### src/rtl/board_ctrl.sv
// board_ctrl: tic-tac-toe game-state controller.
// Turns mouse clicks into moves on a 3x3 board, alternates X/O, detects a
// win or a draw, and publishes board/turn/winner to the drawing stages only
// on the rising edge of vertical blanking.
// Optional build macro: MOUSE_SYNC_EN adds a 2-stage register synchronizer
// on the mouse inputs (adds 2 cycles of click-to-board latency).
module board_ctrl #(
    parameter int BOARD_X   = 212,
    parameter int BOARD_Y   = 84,
    parameter int CELL_SIZE = 200
) (
    input  logic        pclk,
    input  logic        rst,
    input  logic        vblnk_in,
    input  logic [11:0] mouse_xpos,
    input  logic [11:0] mouse_ypos,
    input  logic        mouse_left,
    input  logic        restart,
    output logic [17:0] board_disp,
    output logic        turn_disp,
    output logic [1:0]  winner_disp,
    output logic        game_over
);

    typedef enum logic [1:0] {
        S_PLAY  = 2'd0,
        S_CHECK = 2'd1,
        S_OVER  = 2'd2
    } state_t;

    state_t      state_q, state_d;
    logic [17:0] board_q, board_d;
    logic        turn_q, turn_d;
    logic [1:0]  winner_q, winner_d;
    logic [17:0] board_disp_q;
    logic        turn_disp_q;
    logic [1:0]  winner_disp_q;
    logic        left_prev_q;
    logic        vblnk_prev_q;

    logic        left_s;
    logic [11:0] x_s;
    logic [11:0] y_s;

`ifdef MOUSE_SYNC_EN
    logic [24:0] sync1_q;
    logic [24:0] sync2_q;

    // Two-stage synchronizer for the mouse button and cursor position
    always_ff @(posedge pclk) begin
        if (rst) begin
            sync1_q <= '0;
            sync2_q <= '0;
        end else begin
            sync1_q <= {mouse_left, mouse_xpos, mouse_ypos};
            sync2_q <= sync1_q;
        end
    end

    assign {left_s, x_s, y_s} = sync2_q;
`else
    assign left_s = mouse_left;
    assign x_s    = mouse_xpos;
    assign y_s    = mouse_ypos;
`endif

    // Cell decode by range comparison against the three column/row bands
    logic [31:0] x_w;
    logic [31:0] y_w;
    logic [2:0]  col_hit;
    logic [2:0]  row_hit;
    logic [1:0]  cell_w [9];

    assign x_w = {20'd0, x_s};
    assign y_w = {20'd0, y_s};

    genvar gi;
    generate
        for (gi = 0; gi < 3; gi++) begin : g_band
            assign col_hit[gi] = (x_w >= 32'(BOARD_X + gi * CELL_SIZE)) &&
                                 (x_w <  32'(BOARD_X + (gi + 1) * CELL_SIZE));
            assign row_hit[gi] = (y_w >= 32'(BOARD_Y + gi * CELL_SIZE)) &&
                                 (y_w <  32'(BOARD_Y + (gi + 1) * CELL_SIZE));
        end
        for (gi = 0; gi < 9; gi++) begin : g_cell
            assign cell_w[gi] = board_q[2*gi +: 2];
        end
    endgenerate

    function automatic logic [1:0] line3(input logic [1:0] a, input logic [1:0] b,
                                         input logic [1:0] c);
        return ((a != 2'b00) && (a == b) && (b == c)) ? a : 2'b00;
    endfunction

    logic [1:0] col_idx;
    logic [1:0] row_idx;
    logic [3:0] cell_idx;
    logic       cell_valid;
    logic       cell_empty;
    logic       click;
    logic [1:0] line_win;
    logic       board_full;

    // Combinational decode of clicked cell, line detection and full-board test
    always_comb begin
        col_idx    = 2'd0;
        row_idx    = 2'd0;
        cell_empty = 1'b0;
        line_win   = 2'b00;
        board_full = 1'b1;
        if (col_hit[1]) col_idx = 2'd1;
        else if (col_hit[2]) col_idx = 2'd2;
        if (row_hit[1]) row_idx = 2'd1;
        else if (row_hit[2]) row_idx = 2'd2;
        cell_valid = (|col_hit) && (|row_hit);
        cell_idx   = {2'b00, row_idx} * 4'd3 + {2'b00, col_idx};
        click      = left_s && !left_prev_q;
        for (int k = 0; k < 9; k++) begin
            if (4'(k) == cell_idx) cell_empty = (cell_w[k] == 2'b00);
            if (cell_w[k] == 2'b00) board_full = 1'b0;
        end
        for (int r = 0; r < 3; r++) begin
            if (line_win == 2'b00) line_win = line3(cell_w[3*r], cell_w[3*r+1], cell_w[3*r+2]);
        end
        for (int c = 0; c < 3; c++) begin
            if (line_win == 2'b00) line_win = line3(cell_w[c], cell_w[c+3], cell_w[c+6]);
        end
        if (line_win == 2'b00) line_win = line3(cell_w[0], cell_w[4], cell_w[8]);
        if (line_win == 2'b00) line_win = line3(cell_w[2], cell_w[4], cell_w[6]);
    end

    // Next-state logic: move entry, one-cycle result check, restart priority
    always_comb begin
        state_d  = state_q;
        board_d  = board_q;
        turn_d   = turn_q;
        winner_d = winner_q;
        if (restart) begin
            board_d  = '0;
            turn_d   = 1'b0;
            winner_d = 2'b00;
            state_d  = S_PLAY;
        end else begin
            case (state_q)
                S_PLAY: begin
                    if (click && cell_valid && cell_empty) begin
                        for (int k = 0; k < 9; k++) begin
                            if (4'(k) == cell_idx) board_d[2*k +: 2] = turn_q ? 2'b10 : 2'b01;
                        end
                        state_d = S_CHECK;
                    end
                end
                S_CHECK: begin
                    if (line_win != 2'b00) begin
                        winner_d = line_win;
                        state_d  = S_OVER;
                    end else if (board_full) begin
                        winner_d = 2'b11;
                        state_d  = S_OVER;
                    end else begin
                        turn_d  = ~turn_q;
                        state_d = S_PLAY;
                    end
                end
                S_OVER:  state_d = S_OVER;
                default: state_d = S_PLAY;
            endcase
        end
    end

    // Working-copy state registers and input edge history
    always_ff @(posedge pclk) begin
        if (rst) begin
            state_q      <= S_PLAY;
            board_q      <= '0;
            turn_q       <= 1'b0;
            winner_q     <= 2'b00;
            left_prev_q  <= 1'b0;
            vblnk_prev_q <= 1'b0;
        end else begin
            state_q      <= state_d;
            board_q      <= board_d;
            turn_q       <= turn_d;
            winner_q     <= winner_d;
            left_prev_q  <= left_s;
            vblnk_prev_q <= vblnk_in;
        end
    end

    // Publish the working copy once per frame, on the vblank rising edge
    always_ff @(posedge pclk) begin
        if (rst) begin
            board_disp_q  <= '0;
            turn_disp_q   <= 1'b0;
            winner_disp_q <= 2'b00;
        end else if (vblnk_in && !vblnk_prev_q) begin
            board_disp_q  <= board_q;
            turn_disp_q   <= turn_q;
            winner_disp_q <= winner_q;
        end
    end

    assign board_disp  = board_disp_q;
    assign turn_disp   = turn_disp_q;
    assign winner_disp = winner_disp_q;
    assign game_over   = (state_q == S_OVER);

endmodule
### config.mk
export PLATFORM = sky130hd
export DESIGN_NAME = board_ctrl
export DESIGN_NICKNAME = d
export VERILOG_FILES = /design/src/rtl/board_ctrl.sv
export SDC_FILE = /design/constraint.sdc
export NUM_CORES = 1
export LEC_CHECK = 0
export ABC_AREA = 1
export BUFFER_PORTS_ARGS = -buffer_cell sky130_fd_sc_hd__buf_2
export CAP_MARGIN = 5
export CORE_ASPECT_RATIO = 1.75
export CORE_MARGIN = 5
export CORE_UTILIZATION = 35
export CTS_CLUSTER_SIZE = 12
export DETAILED_ROUTE_END_ITERATION = 6
export PLACE_DENSITY_LB_ADDON = 0.1
export REMOVE_ABC_BUFFERS = 1
export SLEW_MARGIN = 20
export SYNTH_ARGS = -nofsm -noshare
export SYNTH_HDL_FRONTEND = slang
export SYNTH_SLANG_ARGS = --single-unit
### constraint.sdc
create_clock -name pclk -period 5.1 [get_ports pclk]
set_input_delay 0 -clock pclk [delete_from_list [all_inputs] [get_ports pclk]]
set_output_delay 0 -clock pclk [all_outputs]
set_load 0.05 [all_outputs]
======== Word-level counts from Yosys, hierarchy flattened ========
Index checks and enable logic that the tools add are counted.
operators by class
  equality and inequality tests ........... 27
  bitwise logic cells ..................... 3
  order comparisons ....................... 12
  $mul .................................... 1
  multiplexer cells ....................... 44
  add/subtract/negate cells ............... 1
  reductions and logical operators ........ 68
operator list
  kind                  number
  $mux 2                25
  $ge 12x9->1 const B   3
  $lt 12x10->1 const B  3
  $lt 12x9->1 const B   3
  $logic_not 2->1       17
  $eq 2x2->1            16
  $reduce_and 3->1      10
  $logic_and 1x1->1     27
  $mux 1                18
  $eq 3x4->1 const A    4
  $reduce_bool 2->1     7
  $ge 12x10->1 const B  1
  $ge 12x7->1 const B   1
  $ge 12x8->1 const B   1
  $eq 2x4->1 const A    2
  $pmux 2 s3            1
  $reduce_or 3->1       2
  $add 4x2->4           1
  $eq 1x4->1 const A    1
  $eq 4x4->1 const A    1
  $logic_not 4->1       1
  $mul 2x2->4 const B   1
  $not 1->1             3
  $eq 2x1->1 const B    1
  5 further kinds       6
word-level totals
  input bits .............................. 29
  word-level logic and storage cells ...... 173
  register bits ........................... 46
  output and inout bits ................... 22

======== Logic depth before layout (Yosys ltp) ========
Gate-level depths: netlist of run 1.
  depth in word-level cells ............... 21
  depth in mapped cells ................... 24
  depth with buffers taken out ............ 24

======== Worst setup path before layout of run 1 ========
No wires, ideal clock.
  path type ............................... input to register
  start ................................... in mouse_ypos[7]
  end ..................................... reg board_q[10]
  data required time ...................... 4.990 ns
  arrival ................................. 3.238 ns
  setup time .............................. 0.110 ns
  path buffers ............................ 1
  cell stages on the path ................. 22
  slack ................................... 1.753 ns
  cell sequence ........................... or3_1 o21ai_1 nand3_1 nand2_1 inv_2 or2_4 ha_1 ha_1 fa_1 nor2_1 inv_1 nor2_1 nand2_1 o211ai_1 a21oi_1 nand3_1 a21oi_1 nand3_1 buf_4 nand4_2 nand2_1 nor2_2
between the ends
  longest elaborated chain between the ends .. 18
  elaborated cells on any way between the ends .. 36
  those cells by class .................... 1 x add/sub; 1 x mul; 6 x order compare; 8 x eq/ne; 11 x mux; 9 x reduce/logical
RTL lines
  what                                         line    text
  from (decl)                                  16      input logic [11:0] mouse_ypos,
  $ge 12x9->1 or $lt 12x10->1 (tied branches)  82, 83
  $logic_and 1x1->1                            82      assign row_hit[gi] = (y_w >= 32'(BOARD_Y + gi * CELL_SIZE)) &&
  $mux 2                                       114     else if (row_hit[2]) row_idx = 2'd2;
  $mux 2                                       113     if (row_hit[1]) row_idx = 2'd1;
  $mul 2x2->4                                  116     cell_idx = {2'b00, row_idx} * 4'd3 + {2'b00, col_idx};
  $add 4x2->4                                  116
  $logic_not 4->1                              119     if (4'(k) == cell_idx) cell_empty = (cell_w[k] == 2'b00);
  $mux 1 (9 in series)                         119
  $logic_and 1x1->1                            146     if (click && cell_valid && cell_empty) begin
  $reduce_and 3->1 (no line) *                 n/a
  to (signal assigned)                         182     board_q <= board_d;
  to (decl)                                    32      logic [17:0] board_q, board_d;
Mark *: on every way between the ends. The rest lies on a longest branch, timed or not.
A chain may end at the register's enable or synchronous reset.

======== Final worst setup path of run 1 ========
  start ................................... in mouse_ypos[7]
  end ..................................... reg board_q[6]
Same word-level chain as after synthesis.

==> impl_metrics.tcl, run 1 <==
set metrics [dict create \
    dp_slack_ps 1250 \
    fmax_ghz 0.281 \
    p_per_area_nw_per_um2 260 \
    slew_headroom_pct 31.7 \
    cts.sinks 46 \
    htree_levels 2 \
    worst_ep_arrival_time_ps 3790 \
    die_w_um 77.9 \
    io_buffers 46 \
    worst_slack_ps 1540 \
    crit_path_end_kind "flop" \
    via_per_inst 5.12 \
    drc 0 \
    netlist.top_cell.by_area "dfxtp_1" \
    wire_per_inst_um 14.5 \
    diodes 0 \
    grt_pass1_vias 2832 \
    cts_setup_buffers 0 \
    via_count 2925 \
    synth-simple-area-share_pct 35.7 \
    synth_ff_type "dfxtp_1" \
    rows 43 \
    yosys_register_bits 46 \
    fin_skew_ps 3.22 \
    drv_cap 0 \
    period_minus_slack_ps 3560 \
    drive_gt1_share_pct 21.6 \
    cts-resized-gates 0 \
    rsz0062_at_grt "false" \
    cts_root_buf "clkbuf_16" \
    cts_max_path_buffers 2 \
    yosys.area_share.adder_pct 2.04 \
    timing.setup.tns_ps 0 \
    muxShareOfSynthArea_pct 0 \
    synth_compound_area_share_pct 17.6 \
    start_util_pct 35.7 \
    core_um2 7910 \
    dieArea_um2 10000 \
    crit_fanout 19 \
    ios 51 \
    finish.utilization_pct 41.9 \
    fp.dieH_um 129 \
    async_flop_share_pct 0 \
    holdCritPathClass "in -> reg" \
    power.leakage_nw 1.59 \
    drtAntennaViolNets 0 \
    synth_cells 434 \
    period_share_pct 69.8 \
    synth_cell_types 38 \
    cts_tree "built" \
    slew_violations 0 \
    yosysWarnings 0 \
    setup_viol 0 \
    synth-seq-area-share_pct 32.6 \
    synth-edff-count 0 \
    gr-total-overflow 0 \
    drt_wl_total_um 8260 \
    avgSynthCellArea_um2 6.51 \
    required_ps 5330 \
    synth.top_cell.area_share_pct 32.6 \
    drtPass1Iterations 4 \
    grt_pass1_wl_um 13500 \
    post-dp-hpwl_um 6420 \
    clk_latency_ps 290 \
    start_kind "primary input" \
    synth_top_family_by_area "simple AND/OR/NAND/NOR gates" \
    clkSlewWorstSetupHoldPaths_ps 60 \
    finalHoldViolations 0 \
    peakVddDrop_uv 209 \
    path_class "in -> reg" \
    numCtsBuffers 5 \
    synthXorXnorAreaFrac_pct 0 \
    track_usage_pct 16.9 \
    antenna_found_initial 0 \
    synthTopCellsByArea "dfxtp_1 33%, nand2_1 9.2%, nand3_1 9.0%, a21oi_1 7.4%, inv_1 7.2%" \
    area_delta_synth_final_pct 17.2 \
    synth.most_common_cell "nand2_1" \
    netlist_area_um2 2830 \
    grt_max_degree 43 \
    synthTopCellsByCount "69 x nand2_1, 54 x inv_1, 51 x nand3_1, 48 x nor2_1, 46 x dfxtp_1" \
    tightest_slew_ps 1020 \
    status "complete, no violations" \
    drt-initial-drc-count 139 \
    n_fill_cell 859 \
    gp_congestion 0.957 \
    nets 513 \
]
cells in the final DEF (no fill, tap or decap), types with 3 or more instances in the layout:
cell,count
nand2_1,69
inv_1,54
nand3_1,51
nor2_1,47
dfxtp_1,46
buf_2,46
a21oi_1,42
o21ai_0,26
inv_2,20
nor3_1,12
nor2_2,12
nand4_2,9
a211oi_1,6
clkbuf_16,5
ha_1,3
dlygate4sd3_1,3
registers in the layout, indices dropped and copies added (netlist names):
register      flops
state_q           2
vblnk_prev_q      1
board_q          18
board_disp       18
winner_disp       2
turn_q            1
turn_disp         1
left_prev_q       1
winner_q          2
worst paths after layout:
kind / start / end / slack [ps] / depth (start not counted)
worst max-delay path: mouse_ypos[7] / board_q[6] / 1540 / 22
worst min-delay path: restart / winner_q[0] / 200 / 4
worst max register to register: board_q[8] / state_q[1] / 2740 / 12
worst min register to register: winner_q[0] / winner_q[0] / 490 / 2
final cells by class:
class | instances | area [um^2] | area share (%)
inverter | 74 | 278 | 8.39
timing repair buffer | 51 | 275 | 8.31
clock inverter | 1 | 8.76 | 0.264
clock buffer | 7 | 153 | 4.61
sequential | 46 | 921 | 27.8
multi-input combinational | 302 | 1560 | 47.2
tap | 90 | 113 | 3.40
where the power goes:
group	internal, W	switching (W)	total, W
logic	0.0000365	0.0000982	0.000135
registers	0.000370	0.00000484	0.000375
clock network	0.000209	0.000141	0.000351
total	0.000616	0.000245	0.000861
what timing repair did:
action | CTS | global route
setup endpoints to repair | 0 | 0
hold buffers | 3 | 0
endpoints found under the hold margin | 2 | 0
critical path, cell delays in order:
cell	delay, ps
buf_2	120
or3_1	360
o21ai_1	120
nand3_1	100
nand2_1	80
inv_2	40
or2_4	230
ha_1	290
ha_1	210
fa_1	480
nor2_1	230
inv_1	90
nor3_1	400
a21oi_1	130
nand3_1	130
a21oi_1	50
nand3_1	90
buf_4	270
nand3_1	120
nand2_1	90
nand2_1	60
nor2_2	110
stage by stage:
step,std cells,cell area (um^2),hold slack (ps),power [W]
after global routing,571,3310,248,0.000897
after global placement,560,3120,214,0.000515
after detailed placement,560,3120,219,0.000516
after floorplan,422,2760,72.4,0.000474
final,571,3310,200,0.000861
after CTS,571,3310,210,0.000873
kinds of logic (layout without fill, tap and decap cells):
family | Yosys count | after routing
compound gates | 88 | 88
fa+ha+maj | 4 | 4
simple gates | 210 | 210
flops | 46 | 46
buf+inv | 86 | 133
per-layer routing:
layer | up-vias | wire [um] | global-route usage (%)
met5 | - | 0 | 0
met4 | 0 | 254 | 6.57
met3 | 14 | 332 | 2.52
met2 | 61 | 4490 | 33.1
met1 | 1329 | 3180 | 17.5
li1 | 1521 | - | -
(Power assumes the default switching activity.)
==> inputs of run 2 (changes only) <==
==> constraint.sdc (replaced) <==
create_clock -name pclk -period 3.34 [get_ports pclk]
set_input_delay 0 -clock pclk [delete_from_list [all_inputs] [get_ports pclk]]
set_output_delay 0 -clock pclk [all_outputs]
set_load 0.05 [all_outputs]
==> impl_metrics.tcl, run 2 (synthesis gave the netlist of run 1 again) <==
set metrics [dict create \
    drive_gt1_share_pct 27.4 \
    rsz0062_at_grt "true" \
    peakVddDrop_uv 307 \
    crit_path_end_kind "flop" \
    slew_violations 0 \
    setup_viol 0 \
    cts.sinks 46 \
    fin_area_um2 3600 \
    htree_levels 2 \
    holdCritPathClass "in -> reg" \
    grt.met3_usage_pct 3.08 \
    grt_busiest_layer "met2" \
    fin_skew_ps 3.93 \
    tightest_slew_ps 539 \
    period_minus_slack_ps 3110 \
    track_usage_pct 17.7 \
    gp_congestion 0.920 \
    timing.setup.tns_ps 0 \
    required_ps 3530 \
    use_met2_pct 33.1 \
    start_util_pct 35.7 \
    gr-total-overflow 0 \
    area_delta_synth_final_pct 27.4 \
    via_per_inst 5.15 \
    io_buffers 46 \
    instances_no_fill 593 \
    drv_cap 0 \
    die_w_um 77.9 \
    post-dp-hpwl_um 6900 \
    worst_ep_arrival_time_ps 3310 \
    period_share_pct 93.2 \
    path_class "in -> reg" \
    final_cell_mix "69 x nand2_1, 52 x inv_1, 48 x nand3_1, 46 x dfxtp_1, 45 x buf_2" \
    clkSlewWorstSetupHoldPaths_ps 60 \
    grt_max_degree 43 \
    fp.dieH_um 129 \
    cts_tree "built" \
    antenna_found_initial 0 \
    grtUsageMet1_pct 18.4 \
    finalHoldViolations 0 \
    via_count 3051 \
    grt_pass1_wl_um 14200 \
    dpl-instance-area_um2 3270 \
    numCtsBuffers 5 \
    cts_root_buf "clkbuf_16" \
    rows 43 \
    dp_slack_ps -176 \
    final_common_cell "nand2_1" \
    drc 0 \
    crit_fanout 13 \
    fmax_ghz 0.321 \
    ios 51 \
    diodes 0 \
    cts_max_path_buffers 2 \
    power.leakage_nw 1.73 \
    dieArea_um2 10000 \
    clk_latency_ps 290 \
    status "complete, no violations" \
    drtAntennaViolNets 0 \
    wire_per_inst_um 14.7 \
    drt_wl_total_um 8720 \
    p_per_area_nw_per_um2 413 \
    grt_pass1_vias 2998 \
    drtPass1Iterations 4 \
    dp_cells 578 \
    start_kind "primary input" \
    core_um2 7910 \
    worst_slack_ps 228 \
    drt-initial-drc-count 93 \
    slew_headroom_pct 64.0 \
    nets 535 \
]
==> run 2: cell count changes in the layout (fill, tap and decap cells not counted), moves of 2 or more <==
cell       change
buf_4         +20
buf_6          +2
bufinv_16      +2
ha_1           -2
ha_4           +2
inv_1          -2
inv_2          +2
nand3_1        -3
nand3_2        +3
nor2_1         -3
nor2_2         +3
==> run 2: worst paths after layout <==
| path | start | to | slack, ps | cells after the start |
|---|---|---|---|---|
| worst max-delay path | mouse_ypos[5] | board_q[4] | 230 | 24 |
| worst min-delay path | restart | turn_q | 160 | 5 |
| worst max register to register | board_q[13] | state_q[1] | 1090 | 15 |
| worst min register to register | winner_q[1] | winner_disp[1] | 450 | 2 |
==> run 2: per-stage QoR <==
stage | hold WS [ps] | utilization, % | power, W
after floorplan | 72.4 | - | 0.000724
after global placement | 207 | 41.3 | 0.000812
after detailed placement | 211 | 41.3 | 0.000814
after CTS | 162 | 44.2 | 0.00148
after global routing | 187 | 45.5 | 0.00155
final | 164 | 45.5 | 0.00149
==> run 2: area by class of cell <==
cell class | instances | area (um^2)
Inverter | 74 | 278
Fill cell | 862 | 4310
Clock buffer | 6 | 139
Multi-Input combinational cell | 302 | 1630
Sequential cell | 46 | 921
Tap cell | 90 | 113
Clock inverter | 2 | 60.1
Timing Repair Buffer | 73 | 463
==> run 2: critical path: stages <==
cell and delay [ps]:
buf_6 90, or3_1 360, o21ai_1 140, nand3_1 100, nand2_1 90, inv_2 40, or2_4 250, ha_4 220
ha_4 160, fa_1 550, nor2_2 60, nand3_1 80, inv_1 80, nand3_1 70, o211ai_1 80, a21oi_1 160
nand3_2 100, a21oi_2 120, nand3_2 130, buf_12 170, nand3_1 90, nand2_1 50, inv_1 60, nor2_2 40
==> run 2: timing repair <==
item                                    in CTS  in global routing
setup buffers                                0                  4
hold buffers                                 3                  0
gates resized for setup                      0                 16
endpoints found under the hold margin        2                  0
endpoints found under the setup margin       0                 18
==> run 2: where the power goes <==
group          switching [W]  leakage, nW  internal [W]
Combinational       0.000159         1.26     0.0000856
Clock               0.000219       0.0971      0.000449
Sequential        0.00000722        0.375      0.000566
==> run 2: metal layers <==
layer	share of wire, %	up-vias
met2	54	73
met3	3.5	23
li1	-	1558
met1	38	1397
met5	0	-
met4	4.0	0
==> inputs of run 3 (changes only) <==
--- a/config.mk
+++ b/config.mk
@@ -5,7 +5,6 @@
 export SDC_FILE = /design/constraint.sdc
 export NUM_CORES = 1
 export LEC_CHECK = 0
-export ABC_AREA = 1
 export BUFFER_PORTS_ARGS = -buffer_cell sky130_fd_sc_hd__buf_2
 export CAP_MARGIN = 5
 export CORE_ASPECT_RATIO = 1.75
==> impl_metrics.tcl, run 3 <==
set metrics [dict create \
    status "complete, no violations" \
    track_usage_pct 16.5 \
    async_flop_share_pct 0 \
    clk_latency_ps 290 \
    finalHoldViolations 0 \
    crit_fanout 7 \
    dp_cells 477 \
    drive_gt1_share_pct 28.2 \
    final_cell_mix "62 x nand2_1, 46 x dfxtp_1, 46 x buf_2, 36 x a21oi_1, 23 x buf_4" \
    setup_viol 0 \
    yosysWarnings 0 \
    slew_violations 0 \
    finalPower_w 0.00115 \
    instances_no_fill 488 \
    fp.dieH_um 125 \
    area_delta_synth_final_pct 24.6 \
    grt_max_degree 26 \
    drtAntennaViolNets 0 \
    crit_path_end_kind "flop" \
    wire_per_inst_um 15.4 \
    synth_cell_types 54 \
    nets 432 \
    drt-initial-drc-count 119 \
    cts.sinks 46 \
    die_w_um 75.7 \
    path_class "in -> reg" \
    required_ps 3570 \
    crit_start "mouse_ypos[11]" \
    start_util_pct 35.4 \
    reg2reg_from "board_q[8]" \
    fmax_ghz 0.316 \
    period_minus_slack_ps 3170 \
    netlist_area_um2 2640 \
    grt_pass1_vias 2567 \
    rows 42 \
    drv_cap 0 \
    tightest_slew_ps 783 \
    timing.setup.tns_ps 0 \
    diodes 0 \
    synthTopCellsByCount "64 x nand2_1, 46 x dfxtp_1, 36 x a21oi_1, 17 x nor2_1" \
    power.leakage_nw 1.33 \
    grt_pass1_wl_um 12100 \
    synthTopCellsByArea "dfxtp_1 35%, nand2_1 9.1%, a21oi_1 6.8%, or3_1 3.1%, nand3_1 2.8%" \
    post-dp-hpwl_um 5790 \
    cts_max_path_buffers 2 \
    r2r-end "turn_q" \
    gp_congestion 0.838 \
    worst_ep_arrival_time_ps 3400 \
    netlist.top_cell.by_area "dfxtp_1" \
    clkSlewWorstSetupHoldPaths_ps 60 \
    synth.top_cell.area_share_pct 34.8 \
    hp-start "restart" \
    holdCritPathClass "in -> reg" \
    synth.most_common_cell "nand2_1" \
    numCtsBuffers 5 \
    antenna_found_initial 0 \
    dieArea_um2 9460 \
    period_share_pct 94.9 \
    core_um2 7460 \
    synth_ff_type "dfxtp_1" \
    avgSynthCellArea_um2 7.70 \
    ff2ff_path_depth 7 \
    drc 0 \
    via_count 2650 \
    synth-seq-area-share_pct 34.8 \
    io_buffers 46 \
    htree_levels 2 \
    slew_headroom_pct 47.8 \
    final_common_cell "nand2_1" \
    finish.utilization_pct 44.1 \
    ios 51 \
    gr-total-overflow 0 \
    via_per_inst 5.43 \
    cts_tree "built" \
    peakVddDrop_uv 180 \
    cts_root_buf "clkbuf_16" \
    worstSetupEndpoint "board_q[2]" \
    synth_cells 343 \
    drt_wl_total_um 7510 \
    ff2ff_setup_slack_ps 1090 \
    synth-edff-count 0 \
    drtPass1Iterations 4 \
    holdWs_ps 108 \
    yosys_register_bits 46 \
    start_kind "primary input" \
    fin_skew_ps 6.97 \
    p_per_area_nw_per_um2 348 \
]
==> run 3: cell types whose count changed after synthesis, sizes merged, moves of 12 or more <==
| cell | previous run | this run |
|---|---|---|
| or3 | 1 | 13 |
| nor2 | 60 | 17 |
| inv | 74 | 8 |
| nand3 | 51 | 18 |
==> run 3: final cells by class <==
| cell class | count | area, um^2 |
|---|---|---|
| flip-flops and latches | 46 | 921 |
| well taps | 88 | 110 |
| clock buffers | 6 | 129 |
| clock inverters | 2 | 13.8 |
| repair buffers | 72 | 434 |
| fillers | 781 | 4170 |
| inverters | 8 | 30.0 |
| multi-input cells | 266 | 1660 |
==> run 3: logic make-up (layout without fill, tap and decap cells) <==
group	count (synthesis)	after routing	synth area share, %
flip-flops	46	46	34.8
buffers and inverters	31	88	5.97
multiplexers	1	1	0.568
adder cells (fa/ha/maj)	4	4	2.18
AND/OR/NAND/NOR	161	161	30.8
AO/OA/AOI/OAI	100	100	25.6
==> run 3: worst min path at each step <==
stage / cells past startpoint / slack, ps / end
after floorplan: 1 / 70 / board_disp[0]
after global placement: 2 / 240 / vblnk_prev_q
after detailed placement: 2 / 240 / left_prev_q
after CTS: 3 / 110 / board_q[16]
after global routing: 3 / 130 / board_q[16]
final: 3 / 110 / board_q[16]
==> run 3: repair_timing <==
item                       4_1_cts  5_1_grt
setup endpoints to repair        0       18
hold endpoints to repair         2        0
gates resized for setup          0       19
hold buffers                     2        0
buffers inserted                 0        1
==> run 3: per-stage QoR <==
stage | cell area (um^2) | setup slack, ps
after global routing | 3290 | -8.37
after floorplan | 2510 | 23.7
final | 3290 | 171
after CTS | 3190 | 38.6
after global placement | 3030 | -170
after detailed placement | 3030 | -258
==> run 3: critical path, cell delays in order <==
cell and delay (ps):
buf_2 100, or3_1 370, a2111oi_1 280, buf_4 180, or2_4 110, ha_4 190, ha_2 190, fa_2 540
nor4b_2 290, a311oi_1 70, o221ai_1 240, a31oi_2 150, a311oi_4 260, buf_6 170, nand3_4 80, o21ai_2 150
==> run 3: power breakdown <==
group	leakage (nW)	switching, W	internal, W
sequential	0.371	0.000000622	0.000550
combinational	0.887	0.0000639	0.0000486
clock	0.0708	0.000206	0.000277
==> run 3: routing by layer <==
metal  vias to the layer above  GRT usage (%)  part of all wire, %
met5                         -              0                    0
met3                        25           1.53                  3.1
li1                       1345              -                    -
met2                        71           30.1                   53
met4                         0           9.99                  5.5
met1                      1209           17.1                   38
